`config.mk`:
```
export PLATFORM = sky130hd
export DESIGN_NAME = display_capture
export DESIGN_NICKNAME = d
export VERILOG_FILES = /design/src/rtl/display_capture.sv
export SDC_FILE = /design/constraint.sdc
export NUM_CORES = 1
export LEC_CHECK = 0
export CORE_MARGIN = 10
export CORE_UTILIZATION = 50
export CTS_BUF_LIST = sky130_fd_sc_hd__clkbuf_4 sky130_fd_sc_hd__clkbuf_8 sky130_fd_sc_hd__clkbuf_16
export CTS_CLUSTER_DIAMETER = 200
export CTS_CLUSTER_SIZE = 10
export DETAILED_ROUTE_END_ITERATION = 12
export GPL_TIMING_DRIVEN = 0
export PLACE_DENSITY = 0.75
export SLEW_MARGIN = 10
export SYNTH_ARGS = -nofsm -noshare
export SYNTH_HDL_FRONTEND = slang
export SYNTH_SLANG_ARGS = --single-unit
```
`constraint.sdc`:
```
create_clock -name Clock -period 2.15 [get_ports Clock]
set_input_delay 0.3225 -clock Clock [delete_from_list [all_inputs] [get_ports Clock]]
set_output_delay 0.3225 -clock Clock [all_outputs]
set_load 0.005 [all_outputs]
```
`src/rtl/display_capture.sv`:
```
// display_capture: reassembles a multiplexed 4-digit BCD display scan into committed frames
module display_capture #(
  parameter int STALL_CYCLES = 4096
) (
  input  logic        Clock,
  input  logic        nReset,
  input  logic [3:0]  D,
  input  logic [3:0]  Digit,
  input  logic        DP,
  output logic [15:0] Value,
  output logic [3:0]  DPMask,
  output logic        FrameStrobe,
  output logic        FrameValid,
  output logic        SeqErr,
  output logic        BcdErr,
  output logic        Stalled
);
  localparam int CW = $clog2(STALL_CYCLES + 1);
  localparam logic [CW-1:0] LAST = CW'(STALL_CYCLES - 1);
  typedef enum logic [2:0] {HUNT, S3, S2, S1, S0} state_t;
  state_t state, state_n;
  logic [CW-1:0] cnt, cnt_n;
  logic [15:0] shadow;
  logic [3:0]  shadow_dp;
  logic        bad;
  logic        multi, clr, cap, commit, seq, timeout;
  logic [3:0]  cur_sel;
  logic [1:0]  sel_idx;
  assign multi   = |(Digit & (Digit - 4'd1));
  assign sel_idx = Digit[3] ? 2'd3 : Digit[2] ? 2'd2 : Digit[1] ? 2'd1 : 2'd0;
  assign cur_sel = state == S3 ? 4'b1000 : state == S2 ? 4'b0100 :
                   state == S1 ? 4'b0010 : state == S0 ? 4'b0001 : 4'b0000;
  // next state: multi-hot beats timeout beats commit/advance beats capture; a select that
  // enters a slot also captures that slot's data in the same cycle
  always_comb begin
    state_n = state;
    cnt_n   = cnt;
    clr     = 1'b0;
    cap     = 1'b0;
    commit  = 1'b0;
    seq     = 1'b0;
    timeout = 1'b0;
    if (multi) begin
      seq     = 1'b1;
      state_n = HUNT;
      cnt_n   = '0;
    end else if (state == HUNT) begin
      cnt_n = '0;
      if (Digit == 4'b1000) begin
        state_n = S3;
        clr     = 1'b1;
        cap     = 1'b1;
      end
    end else if (cnt == LAST) begin
      timeout = 1'b1;
      state_n = HUNT;
      cnt_n   = '0;
    end else if (Digit == 4'b0000) begin
      cnt_n = cnt + 1'b1;
    end else if (Digit == cur_sel) begin
      cap   = 1'b1;
      cnt_n = cnt + 1'b1;
    end else if (Digit == {1'b0, cur_sel[3:1]}) begin
      state_n = state == S3 ? S2 : state == S2 ? S1 : S0;
      cap     = 1'b1;
      cnt_n   = '0;
    end else if (Digit == 4'b1000) begin
      commit  = state == S0 && !bad;
      seq     = state != S0;
      state_n = S3;
      clr     = 1'b1;
      cap     = 1'b1;
      cnt_n   = '0;
    end else begin
      seq     = 1'b1;
      state_n = HUNT;
      cnt_n   = '0;
    end
  end
  // state, shadow capture, frame commit and status pulses
  always_ff @(posedge Clock) begin
    if (!nReset) begin
      state       <= HUNT;
      cnt         <= '0;
      shadow      <= '0;
      shadow_dp   <= '0;
      bad         <= 1'b0;
      Value       <= '0;
      DPMask      <= '0;
      FrameStrobe <= 1'b0;
      FrameValid  <= 1'b0;
      SeqErr      <= 1'b0;
      BcdErr      <= 1'b0;
      Stalled     <= 1'b0;
    end else begin
      state       <= state_n;
      cnt         <= cnt_n;
      FrameStrobe <= commit;
      SeqErr      <= seq;
      BcdErr      <= cap && D > 4'd9;
      if (commit) begin
        Value      <= shadow;
        DPMask     <= shadow_dp;
        FrameValid <= 1'b1;
        Stalled    <= 1'b0;
      end
      if (timeout) begin
        FrameValid <= 1'b0;
        Stalled    <= 1'b1;
      end
      if (clr) begin
        shadow    <= '0;
        shadow_dp <= '0;
        bad       <= 1'b0;
      end
      if (cap) begin
        shadow[{sel_idx, 2'b00} +: 4] <= D;
        shadow_dp[sel_idx]            <= DP;
        if (D > 4'd9) bad <= 1'b1;
      end
    end
  end
endmodule
```
# == After elaboration in Yosys (flattened, before gate mapping) ==
# Index checks and enable logic that the tools add are counted.
# W data, S select, Z words.
# word_totals
out_inout_bits,25
wordCells,109
input_bits,11
reg_bits,62
# classes
n_mux,63
n_eq_ne,12
shift,2
add_sub_neg,3
reduce_logical,12
bitwise_logic,2
order_cmp,3
# ops
op,count
$mux W16,3
$mux W1,39
$mux W3,9
$mux W13,2
$bwmux W16,1
$mux W4,4
$shift A4 B6 Y16 const A,1
$shiftx A4 B6 Y16,1
$add A13 B1 Y13 const B,1
$eq A13 B12 Y1 const B,1
$ne A3 B3 Y1 const B,3
$reduce_or A7 Y1,1
$eq A3 B2 Y1 const B,2
$mux W2,3
$neg A4 Y6,1
$reduce_or A5 Y1,1
$and A4 B4 Y4,1
$bwmux W4,1
$eq A4 B3 Y1,1
$eq A4 B4 Y1,1
$eq A4 B4 Y1 const B,1
$gt A4 B4 Y1 const B,1
$logic_not A4 Y1,1
$reduce_or A4 Y1,1
14 further kinds,16

# == Longest topological paths before layout ==
# depth
ltp_word,16
mapped_depth,8
depth_no_buf,7

# == Least setup slack after synthesis ==
# Ideal clock, no wire load.
# synth_timing
path_kind,register -> register
start,register cnt[0]
end,register cnt[5]
period_less_slack_ns,2.067
t_required_ns,2.086
n_path_buf,2
setup_time_ns,0.064
setup_slack_ns,0.083
stages_incl_launch_ff,9
arrival_ns,2.003
cell_sequence,dfxtp_1 -> ha_1 -> and4_1 -> and4bb_4 -> or2_2 -> clkbuf_1 -> or3_4 -> buf_6 -> nor2_1
# synth_between
elab_chain_cells,3
word_cells_on_any_way,5
classes_between,1 x add/sub; 1 x eq/ne; 2 x mux; 1 x reduce/logical
# synth_lines
item,line_no,source
"start, declared",22,"logic [CW-1:0] cnt, cnt_n;"
"start signal, assigned",97,cnt <= cnt_n;
$add A13 B1 Y13,"59, 62",
$mux W13,60,end else if (Digit == cur_sel) begin
$mux W13,58,end else if (Digit == 4'b0000) begin
# Several ways; a longest one is shown, not always the timed one.
# A chain may end at the register's enable or synchronous reset.

# == Worst setup path after layout ==
# layout_timing
start,register state[1]
end,register shadow[2]
# layout_between
elab_chain_cells,15
word_cells_on_any_way,27
classes_between,6 x eq/ne; 20 x mux; 1 x reduce/logical
# layout_lines
item,line_no,source
"start, declared",21,"state_t state, state_n;"
"start signal, assigned",96,state <= state_n;
$eq A3 B2 Y1 / $eq A3 B3 Y1 (equally long branches),32,state == S1 ? 4'b0010 : state == S0 ? 4'b0001 : 4'b0000;
$mux W2 / $mux W1 (equally long branches),32,
$mux W3 / $mux W2 (equally long branches),"31, 32",
$mux W4 / $mux W3 (equally long branches),31,assign cur_sel = state == S3 ? 4'b1000 : state == S2 ? 4'b0100 :
$eq A4 B3 Y1 / $mux W4 (equally long branches),"63, 31",
$mux W1 / $eq A4 B4 Y1 (equally long branches),"63, 60",
$mux W1,60,
$mux W1,58,
$mux W1,54,end else if (cnt == LAST) begin
$mux W1,47,end else if (state == HUNT) begin
$mux W1,43,if (multi) begin
$mux W16,111,if (clr) begin
$mux W16,82,if (!nReset) begin
$bwmux W16,117,"shadow[{sel_idx, 2'b00} +: 4] <= D;"
$mux W16 *,116,if (cap) begin
"end signal, assigned",85,shadow <= '0;
"end signal, assigned",112,shadow <= '0;
"end signal, assigned by index",117,
"end, declared",23,logic [15:0] shadow;
# Every way passes the cells marked *; elsewhere a longest branch is shown, timed or not. The select of a mux whose other input is x is not followed.

==> flow_summary.yaml <==
outcome:
  status: "completed"
global_routing:
  grt_first_pass_wirelength_um: 12500
  antenna_found_initial: 0
  grt_max_degree: 12
  grt_pass1_vias: 2586
  grt_usage: 0.152
  grt-ovfl-total: 0
drt:
  num_vias: 2756
  wirelength_um: 7540
  drcViolationCount: 0
  drt_iter0_drc: 155
  drt.antenna.violating_nets: 0
  via_per_inst: 5.52
  first_pass_iters: 6
  post_drt_wl_per_cell_um: 15.1
clock_network:
  htreeDepth: 3
  cts_hold_buf: 0
  clk_pin_slew_ns: 0.07
  cts_made_buffers: 9
  clk_path_buf_depth: 2
  cts_root_buf: "clkbuf_8"
  clkSinkCount: 62
  cts_tree: "done"
  clock_latency_ns: 0.35
die:
  dieHeight_um: 99.0
  ios: 36
  die_x_um: 99.0
  rows: 28
  dieArea_mm2: 0.00980
  core_area_mm2: 0.00599
  start_util: 0.521
sta:
  skew_ns: 0.0112
  setup_viol: 0
  fmax_mhz: 487
  fin_crit_ns: 2.05
  fin_tns_setup_ns: 0
  maxSlewHeadroom: 0.646
  hold_viol: 0
  worst_slew_pin_slew_ns: 0.528
  timing.hold.ws_ns: 0.451
  slew_violations: 0
  finalCritPeriodShare: 0.955
power_and_ir_drop:
  p_total_uw: 2380
  p_leak_uw: 0.00139
  power_frac_seq: 0.485
  peakVddDrop_v: 0.000441
  p_switching_uw: 590
  power_density_mw_per_mm2: 588
  p_int_uw: 1790
  clkPwrFrac: 0.426
  pwr-share-comb: 0.089
  p_sw_frac: 0.248
synth:
  synthesis.area_mm2: 0.00312
  syn_nets: 378
  synth_top_area_share: 0.398
  yosysTopAreaCell: "dfxtp_1"
  synth_warnings: 0
  ys_ff_latch: 62
  syn_inst: 358
  synth_flop_cell: "dfxtp_1"
  synth.area.top_cells: "dfxtp_1 (40%), nand2_1 (9.3%), mux2i_1 (6.4%)"
  synth_area_per_cell_um2: 8.72
  async_flop_share: 0
  ys_types: 56
  synth_edf_count: 0
  ys_seq_area_frac: 0.398
final_layout:
  post_route_cells_drive_above_1_share: 0.200
  antenna_cells: 0
  nNetsFinal: 439
  area_growth_pct: 29.5
  fill_cells: 493
  final_cells: 499
setup_path:
  required_ns: 2.42
  worstSetupEndpointType: "flop"
  r2r_setup_slack_ns: 0.1
  arrival_ns: 2.33
  worstSetupPathType: "flop to flop"
  crit_fanout: 10
  startpoint_type: "flop"
job:
  maxCapViolCount: 0
placement:
  hpwl_um: 5040
  placed_cells_incl_taps: 467
  port_buffers: 34
  place_congestion: 0.842
worst_hold_path:
  hold_path_class: "flop to flop"
## sequential cells by signal (all words and copies together) (netlist names)
signal and count:
DPMask 4, Stalled 1, state 3, BcdErr 1, shadow 16, cnt 13
Value 16, FrameStrobe 1, FrameValid 1, shadow_dp 4, bad 1, SeqErr 1
## cells in the mapped netlist, types with 2 or more instances
library cell  count
ha_1              9
and3_1            3
nor2b_1           3
xnor2_1           5
xor2_1            8
and2_1            2
o21ai_4           2
dfxtp_1          62
nor3b_1           4
inv_1             7
o211ai_1          2
buf_6             4
a21oi_1           4
o21ai_2           2
o21ai_0          13
a21boi_1         20
or3_1             3
nor2_1           20
buf_2             6
mux2i_1          20
nand4_1           3
nor3_1            6
clkbuf_1          8
o31ai_1           2
a2111oi_0         2
nand3_1          29
nor3_2            2
and4_1            2
a22oi_1           2
nand2_1          77
## metrics by stage
| stage | area [um2] | setup slack, ns | util |
|---|---|---|---|
| 2_1_floorplan | 3120 | 0.0831 | - |
| 3_3_place_gp | 3560 | -0.804 | 0.594 |
| 3_5_place_dp | 3560 | -0.850 | 0.594 |
| 4_1_cts | 3950 | 0.00337 | 0.659 |
| 5_1_grt | 4040 | -0.0102 | 0.675 |
| 6_report | 4040 | 0.0970 | 0.675 |
## logic make-up after synthesis
| group | share of synthesized area |
|---|---|
| fa+ha+maj | 0.0361 |
| mux | 0.0641 |
| compound gates | 0.146 |
| buf+inv | 0.0501 |
| flops | 0.398 |
| xor+xnor | 0.0365 |
| simple gates | 0.269 |
## power groups by stage
stage | clock (uW) | sequential [uW] | combinational (uW)
after floorplan | 0 | 1180 | 112
after global placement | 0 | 1180 | 165
after detailed placement | 0 | 1180 | 168
after CTS | 1030 | 1150 | 197
after global routing | 1080 | 1150 | 229
final | 1010 | 1150 | 210
## layer usage
metal  vias to the layer above  routed length, um  global-route usage
li1                       1354                  -                   -
met1                      1321               3430               0.188
met2                        66               3590               0.240
met3                        15                393              0.0454
met4                         0                114              0.0595
met5                         -                  0                   0
## worst paths after layout
kind	depth (start not counted)	start	to
max	9	state[1]	shadow[2]
min	2	Value[12]	Value[12]
max reg2reg	9	state[1]	shadow[2]
min reg2reg	2	Value[12]	Value[12]
## worst max-delay path: stages (launching register included)
cell and delay [ns]:
dfxtp_2 0.35, clkbuf_8 0.18, nor4b_4 0.27, a32oi_1 0.10
a32oi_2 0.24, buf_4 0.16, nor3_4 0.05, buf_4 0.18
o21ai_4 0.24, mux2i_1 0.22
## layout by cell type (no fill, tap or decap), types with 10 or more instances in the layout
cell type and n:
a21boi_1 19, buf_4 17, buf_6 10, clkbuf_8 10
clkdlybuf4s50_1 31, dfxtp_1 61, mux2i_1 20, nand2_1 76
nand3_1 29, nor2_1 20
## timing repair
action | in CTS | in global routing
endpoints found under the setup margin | 56 | 56
resized for setup | 31 | 23
setup buffers | 10 | 6
pin swaps | 6 | 10
cloned | 1 | 1
## final cells by class
cell class	count	area (um2)	area share
Tap cell	75	93.8	0.0232
Inverter	7	26.3	0.00650
Multi-Input combinational cell	268	1850	0.457
Buffer	19	153	0.0377
Timing Repair Buffer	52	488	0.121
Clock buffer	10	131	0.0325
Sequential cell	62	1240	0.307
Clock inverter	6	61.3	0.0152
Note: power is estimated with default switching activity, not from simulation.
